[src/rtl/conv1d_output_packer_if.sv]
// Quant-result ingress and CPU-side FIFO drain bundle for the
// conv1d output packer.
interface conv1d_output_packer_if #(
    parameter int INT32_SIZE = 32,
    parameter int FIFO_DEPTH = 64,
    parameter int LEVEL_W    = $clog2(FIFO_DEPTH) + 1
);
    logic                  clear;
    logic                  in_valid;
    logic                  in_ready;
    logic [INT32_SIZE-1:0] in_data;
    logic                  flush;
    logic                  pop;
    logic [INT32_SIZE-1:0] out_data;
    logic                  out_valid;
    logic [LEVEL_W-1:0]    level;
    logic [1:0]            lane;
    logic                  clip;
    logic                  underflow;

    modport master (
        output clear, in_valid, in_data, flush, pop,
        input  in_ready, out_data, out_valid, level,
        input  lane, clip, underflow
    );

    modport slave (
        input  clear, in_valid, in_data, flush, pop,
        output in_ready, out_data, out_valid, level,
        output lane, clip, underflow
    );
endinterface

[src/rtl/conv1d_output_packer.sv]
// Saturates int8 results, packs four per 32-bit word little-endian
// and buffers the words in a first-word-fall-through FIFO.
module conv1d_output_packer #(
    parameter int INT32_SIZE = 32,
    parameter int BYTE_SIZE  = 8,
    parameter int FIFO_DEPTH = 64,
    parameter int LEVEL_W    = $clog2(FIFO_DEPTH) + 1
) (
    input logic                    clk,
    input logic                    rst,
    conv1d_output_packer_if.slave  bus
);

    localparam int PTR_W = $clog2(FIFO_DEPTH);
    localparam int SH_W  = $clog2(INT32_SIZE);
    localparam logic [LEVEL_W-1:0] FULL_LVL = LEVEL_W'(FIFO_DEPTH);
    localparam logic signed [INT32_SIZE-1:0] B_MAX =
        INT32_SIZE'((1 << (BYTE_SIZE - 1)) - 1);
    localparam logic signed [INT32_SIZE-1:0] B_MIN = -B_MAX - 1;

    logic [INT32_SIZE-1:0] mem_q [FIFO_DEPTH];

    logic [1:0]            lane_q, lane_d;
    logic [INT32_SIZE-1:0] pack_q, pack_d;
    logic                  pend_q, pend_d;
    logic                  clip_q, clip_d;
    logic                  under_q, under_d;
    logic [LEVEL_W-1:0]    level_q, level_d;
    logic [PTR_W-1:0]      rd_ptr_q, rd_ptr_d;
    logic [PTR_W-1:0]      wr_ptr_q, wr_ptr_d;
    logic [INT32_SIZE-1:0] hold_q, hold_d;

    logic signed [INT32_SIZE-1:0] sin;
    logic [BYTE_SIZE-1:0]  byte_sat;
    logic                  sat_hit;
    logic [SH_W-1:0]       shamt;
    logic [INT32_SIZE-1:0] merged;
    logic                  full;
    logic                  non_empty;
    logic                  ready;
    logic                  accept;
    logic                  pop_ok;
    logic                  push;
    logic [INT32_SIZE-1:0] push_word;

    always_comb begin
        sin      = $signed(bus.in_data);
        byte_sat = sin[BYTE_SIZE-1:0];
        sat_hit  = 1'b0;
        if (sin > B_MAX) begin
            byte_sat = B_MAX[BYTE_SIZE-1:0];
            sat_hit  = 1'b1;
        end else if (sin < B_MIN) begin
            byte_sat = B_MIN[BYTE_SIZE-1:0];
            sat_hit  = 1'b1;
        end
    end

    assign shamt     = SH_W'(lane_q) * SH_W'(BYTE_SIZE);
    assign merged    = pack_q | (INT32_SIZE'(byte_sat) << shamt);
    assign full      = (level_q == FULL_LVL);
    assign non_empty = (level_q != '0);
    assign ready     = !(lane_q == 2'd3 && full) && !pend_q;
    assign accept    = bus.in_valid && ready;

    always_comb begin
        lane_d    = lane_q;
        pack_d    = pack_q;
        pend_d    = pend_q;
        clip_d    = clip_q;
        under_d   = under_q;
        level_d   = level_q;
        rd_ptr_d  = rd_ptr_q;
        wr_ptr_d  = wr_ptr_q;
        hold_d    = hold_q;
        push      = 1'b0;
        push_word = merged;
        pop_ok    = bus.pop && non_empty;

        if (accept) begin
            clip_d = clip_q | sat_hit;
            if (lane_q == 2'd3) begin
                push   = 1'b1;
                lane_d = 2'd0;
                pack_d = '0;
            end else begin
                lane_d = lane_q + 2'd1;
                pack_d = merged;
            end
        end

        // A flush blocked by a full FIFO is retried every cycle.
        if ((bus.flush || pend_q) && !push && lane_d != 2'd0) begin
            if (!full) begin
                push      = 1'b1;
                push_word = pack_d;
                lane_d    = 2'd0;
                pack_d    = '0;
                pend_d    = 1'b0;
            end else begin
                pend_d = 1'b1;
            end
        end else begin
            pend_d = 1'b0;
        end

        if (bus.pop && !non_empty) under_d = 1'b1;
        if (pop_ok) begin
            hold_d   = mem_q[rd_ptr_q];
            rd_ptr_d = rd_ptr_q + PTR_W'(1);
        end
        if (push) wr_ptr_d = wr_ptr_q + PTR_W'(1);

        unique case ({push, pop_ok})
            2'b10:   level_d = level_q + LEVEL_W'(1);
            2'b01:   level_d = level_q - LEVEL_W'(1);
            default: level_d = level_q;
        endcase

        if (bus.clear) begin
            lane_d   = 2'd0;
            pack_d   = '0;
            pend_d   = 1'b0;
            clip_d   = 1'b0;
            under_d  = 1'b0;
            level_d  = '0;
            rd_ptr_d = '0;
            wr_ptr_d = '0;
            hold_d   = '0;
            push     = 1'b0;
        end
    end

    always_ff @(posedge clk or posedge rst) begin
        if (rst) begin
            lane_q   <= 2'd0;
            pack_q   <= '0;
            pend_q   <= 1'b0;
            clip_q   <= 1'b0;
            under_q  <= 1'b0;
            level_q  <= '0;
            rd_ptr_q <= '0;
            wr_ptr_q <= '0;
            hold_q   <= '0;
        end else begin
            lane_q   <= lane_d;
            pack_q   <= pack_d;
            pend_q   <= pend_d;
            clip_q   <= clip_d;
            under_q  <= under_d;
            level_q  <= level_d;
            rd_ptr_q <= rd_ptr_d;
            wr_ptr_q <= wr_ptr_d;
            hold_q   <= hold_d;
        end
    end

    // Storage needs no reset: it is only visible through valid entries.
    always_ff @(posedge clk) begin
        if (push) mem_q[wr_ptr_q] <= push_word;
    end

    assign bus.in_ready  = ready;
    assign bus.out_valid = non_empty;
    assign bus.out_data  = non_empty ? mem_q[rd_ptr_q] : hold_q;
    assign bus.level     = level_q;
    assign bus.lane      = lane_q;
    assign bus.clip      = clip_q;
    assign bus.underflow = under_q;

endmodule

[src/flat_wrapper.sv]
// flat-port wrapper written by rule: the top's interface ports become plain ports
module conv1d_output_packer_flat 
#(
    parameter int INT32_SIZE = 32,
    parameter int BYTE_SIZE  = 8,
    parameter int FIFO_DEPTH = 64,
    parameter int LEVEL_W    = $clog2(FIFO_DEPTH) + 1
)
  (clk, rst, bus_clear, bus_in_valid, bus_in_data, bus_flush, bus_pop, bus_in_ready, bus_out_data, bus_out_valid, bus_level, bus_lane, bus_clip, bus_underflow);
  conv1d_output_packer_if #(.INT32_SIZE(INT32_SIZE), .FIFO_DEPTH(FIFO_DEPTH), .LEVEL_W(LEVEL_W)) bus_i ();
  input logic clk;
  input logic rst;
  input wire logic [$bits(bus_i.clear)-1:0] bus_clear;
  input wire logic [$bits(bus_i.in_valid)-1:0] bus_in_valid;
  input wire logic [$bits(bus_i.in_data)-1:0] bus_in_data;
  input wire logic [$bits(bus_i.flush)-1:0] bus_flush;
  input wire logic [$bits(bus_i.pop)-1:0] bus_pop;
  output wire logic [$bits(bus_i.in_ready)-1:0] bus_in_ready;
  output wire logic [$bits(bus_i.out_data)-1:0] bus_out_data;
  output wire logic [$bits(bus_i.out_valid)-1:0] bus_out_valid;
  output wire logic [$bits(bus_i.level)-1:0] bus_level;
  output wire logic [$bits(bus_i.lane)-1:0] bus_lane;
  output wire logic [$bits(bus_i.clip)-1:0] bus_clip;
  output wire logic [$bits(bus_i.underflow)-1:0] bus_underflow;
  assign bus_i.clear = bus_clear;
  assign bus_i.in_valid = bus_in_valid;
  assign bus_i.in_data = bus_in_data;
  assign bus_i.flush = bus_flush;
  assign bus_i.pop = bus_pop;
  assign bus_in_ready = bus_i.in_ready;
  assign bus_out_data = bus_i.out_data;
  assign bus_out_valid = bus_i.out_valid;
  assign bus_level = bus_i.level;
  assign bus_lane = bus_i.lane;
  assign bus_clip = bus_i.clip;
  assign bus_underflow = bus_i.underflow;
  conv1d_output_packer #(.INT32_SIZE(INT32_SIZE), .BYTE_SIZE(BYTE_SIZE), .FIFO_DEPTH(FIFO_DEPTH), .LEVEL_W(LEVEL_W)) u_core (.clk(clk), .rst(rst), .bus(bus_i));
endmodule
[config.mk]
export PLATFORM = sky130hd
export DESIGN_NAME = conv1d_output_packer_flat
export DESIGN_NICKNAME = d
export VERILOG_FILES = /design/src/rtl/conv1d_output_packer_if.sv /design/src/rtl/conv1d_output_packer.sv /design/src/flat_wrapper.sv
export SDC_FILE = /design/constraint.sdc
export NUM_CORES = 2
export LEC_CHECK = 0
export CAP_MARGIN = 20
export CORE_UTILIZATION = 55
export DETAILED_ROUTE_END_ITERATION = 8
export DONT_BUFFER_PORTS = 1
export GPL_TIMING_DRIVEN = 0
export PLACE_DENSITY = 0.7
export SYNTH_ARGS = -nofsm -noshare
export SYNTH_HDL_FRONTEND = slang
export SYNTH_SLANG_ARGS = --single-unit
[constraint.sdc]
create_clock -name clk -period 8.9 [get_ports clk]
set_clock_uncertainty 0.05 [all_clocks]
set_input_delay 1.78 -clock clk [delete_from_list [all_inputs] [get_ports clk]]
set_output_delay 1.78 -clock clk [all_outputs]
set_load 0.01 [all_outputs]
==> flow_summary.toml <==
[run_status]
outcome = "complete, no violations"

[global_routing]
grt-ovfl-total = 0
grt_first_pass_wirelength_mm = 311
grtUsageTotal_pct = 29.3
first_global_vias = 41887
antenna_violations_before_repair = 4
grt_start_max_net_pins = 65

[route]
wl_mm = 221
drtAntennaViolNets = 0
routed_via_density = 6.66
avgRoutedWirePerCell_um = 34.2
detailroute.via_count = 43050
detailedRoute.firstPassIterationCount = 6
first_iter_violations = 6151
remaining_drc_errors = 0

[run]
max_cap_violations = 0

[floorplanning]
ioPinCount = 83
core_mm2 = 0.148
rows = 141
die_width_um = 390
die_area_mm2 = 0.152
start_util_pct = 55.7
die-height_um = 390

[clock_tree]
cts_tree = "built"
clockBufferDepth = 3
clock_insertion_delay_worst_skew_ns = 0.82
clk_pin_slew_ns = 0.06
tritoncts.num_buffers = 204
clock_sinks = 2136
hold_buffers = 0
number_of_setup_buffers_added_after_cts = 0
h-tree-depth = 4
count_of_instances_resized_after_the_clock_tree_is_built = 0
clk_root_buffer_cell = "clkbuf_16"

[finish]
area_growth_pct = 14.5
fin_area_mm2 = 0.0946
layout_common_cells = "edfxtp_1 (2,048), mux4_2 (422), mux2i_1 (308)"
fin_util_pct = 63.8
drive_above_1_share_pct = 22.4
finish.net_count = 4331
most_common_cell_after_layout_fill_and_taps_aside = "edfxtp_1"
layout_fillers = 9759

[setup_path]
worst_path_most_repeated_cell = "buf_2"
cp.required_ns = 7.07
top_family_by_delay_on_critical_path = "buffers and inverters"
max_stage_delay_ns = 0.90
timing.critical_path.to_type = "output pin"
timing.critical_path.from_type = "register"
worst_ep_arrival_time_ns = 5.60
crit_path_max_fanout = 10
crit_chain = "buf_2, buf_2, buf_2, clkbuf_1, mux4_2, mux2i_1, o21ai_0, nand4_1, o21ai_0"
timing.critical_path.buf_inv = 4
criticalPathCategory = "register to output pin"
slowest_stage_cell_crit_path = "clkbuf_1"

[sta]
setup_repair_after_global_routing_missed_its_margin = "no"
final_report_setup_violation_count = 0
tns_ns = 0
slew_viols_final = 0
finalCritPeriodShare_pct = 83.4
worst_slew_pin_slew_ns = 1.16
timing.max_slew.rel_slack_pct = 22.6
final_hold_viol_count = 0
finalWorstPathRequiredPeriod_ns = 7.43
max_freq_ghz = 0.135

[logic_synthesis]
synth-edff-count = 2048
yosys_most_used_dff = "edfxtp_1"
async_flop_share_pct = 4.12
ffs_latches_synth = 2136
synth.top_cell.area_share_pct = 74.5
synth_seq_area_share_pct = 77.1
post_synth_inst_count = 3961
synth.lib_cells_used.distinct = 55
synthesis.area_mm2 = 0.0826
synth_area_leader_cell = "edfxtp_1"
yosys-top-cells-area = "edfxtp_1 (74%), mux4_2 (12%), mux2i_1 (3.7%)"
yosysWarnings = 0
syn_avg_cell_area_um2 = 20.9
postSynthNetCount = 4004

[power]
leakage_nw = 29.2
ir_worst_vdd_uv = 203
power.density_mw_per_mm2 = 263
power_w = 0.0249

[hold_path]
min-delay-path-class = "register to register"

[place]
gp_routability_congestion = 0.904
dp_hpwl_mm = 146
placedInstanceArea_mm2 = 0.0880
port_buffers = 0
routing by layer:
layer	track usage (%)	vias to the layer above	share of wire [%]
met5	0	-	0
met4	10.7	0	3.7
met3	6.96	403	12
met2	45.1	2827	47
met1	41.3	22494	38
li1	-	17326	-
cells in the mapped netlist, drive strengths merged, types with 11 or more instances:
master  number
nor2b       11
a21o        31
mux4       422
nand4       46
edfxtp    2048
a221o       23
a21oi       36
nand2       54
a22oi      175
nand3       72
buf         94
dfrtp       88
a22o        24
o22ai       36
nand3b      14
clkbuf     133
mux2i      308
a32oi       23
o21ai       49
nor2       145
a211oi      32
sequential cells by signal, summed over array words and instances, names as in the netlist:
register,count
u_core.bus.clip,1
u_core.bus.lane,2
u_core.bus.level,7
u_core.bus.underflow,1
u_core.hold_q,32
u_core.mem_q,2048
u_core.pack_q,32
u_core.pend_q,1
u_core.rd_ptr_q,6
u_core.wr_ptr_q,6
report_power, final:
group / internal [W] / switching [W] / total [W]
clock: 0.00482 / 0.00372 / 0.00854
sequential: 0.0112 / 0.0000874 / 0.0113
combinational: 0.00191 / 0.00311 / 0.00502
total: 0.0179 / 0.00692 / 0.0249
worst reg2reg max path, delay by kind of cell, from the launching register on:
kind                   cells  cell delay, ns
buffers and inverters      5            2.31
AOI/OAI and AO/OA          4            1.04
and+or+nand+nor            2            0.90
DFF                        1            0.44
stage by stage:
step / hold WS, ns / cells / setup slack, ns
after detailed placement: 0.437 / 6078 / 2.25
after global routing: 0.464 / 6465 / 1.41
final: 0.448 / 6467 / 1.47
after global placement: 0.427 / 5963 / 1.25
after floorplan: 0.407 / 3961 / 3.93
after CTS: 0.452 / 6458 / 1.37
layout make-up:
| class | count | area (µm²) | share of cell area, % |
|---|---|---|---|
| sequential | 2136 | 63700 | 67.3 |
| multi-input combinational | 1591 | 18500 | 19.5 |
| clock buffer | 257 | 5470 | 5.78 |
| tap | 2002 | 2500 | 2.65 |
| timing repair buffer | 121 | 2370 | 2.50 |
| clock inverter | 123 | 1070 | 1.13 |
| buffer | 227 | 948 | 1.00 |
| inverter | 7 | 28.8 | 0.0304 |
| antenna | 3 | 7.51 | 0.00794 |
path summary, 6_finish.rpt:
check | start | to | slack [ns] | cells after the start
worst max-delay path | u_core.rd_ptr_q[1]$_DFFE_PP0P_ | bus_out_data[17] | 1.47 | 9
worst min-delay path | u_core.pack_q[24]$_DFF_PP0_ | u_core.pack_q[24]$_DFF_PP0_ | 0.45 | 2
worst max register to register | u_core.rd_ptr_q[0]$_DFFE_PP0P_ | u_core.hold_q[3]$_DFFE_PP0P_ | 3.99 | 11
worst min register to register | u_core.pack_q[24]$_DFF_PP0_ | u_core.pack_q[24]$_DFF_PP0_ | 0.45 | 2
max in group asynchronous | rst | u_core.pack_q[29]$_DFF_PP0_ | 7.18 | 2
min in group asynchronous | rst | u_core.hold_q[16]$_DFFE_PP0P_ | 0.87 | 1
logic make-up after synthesis:
family	Yosys count	synth area share, %
compound gates	452	3.95
xor+xnor	17	0.180
fa+ha+maj	5	0.0757
buf+inv	234	1.18
flops	2136	77.1
mux	730	15.2
simple gates	387	2.26
Note: power is estimated with default switching activity, not from simulation.
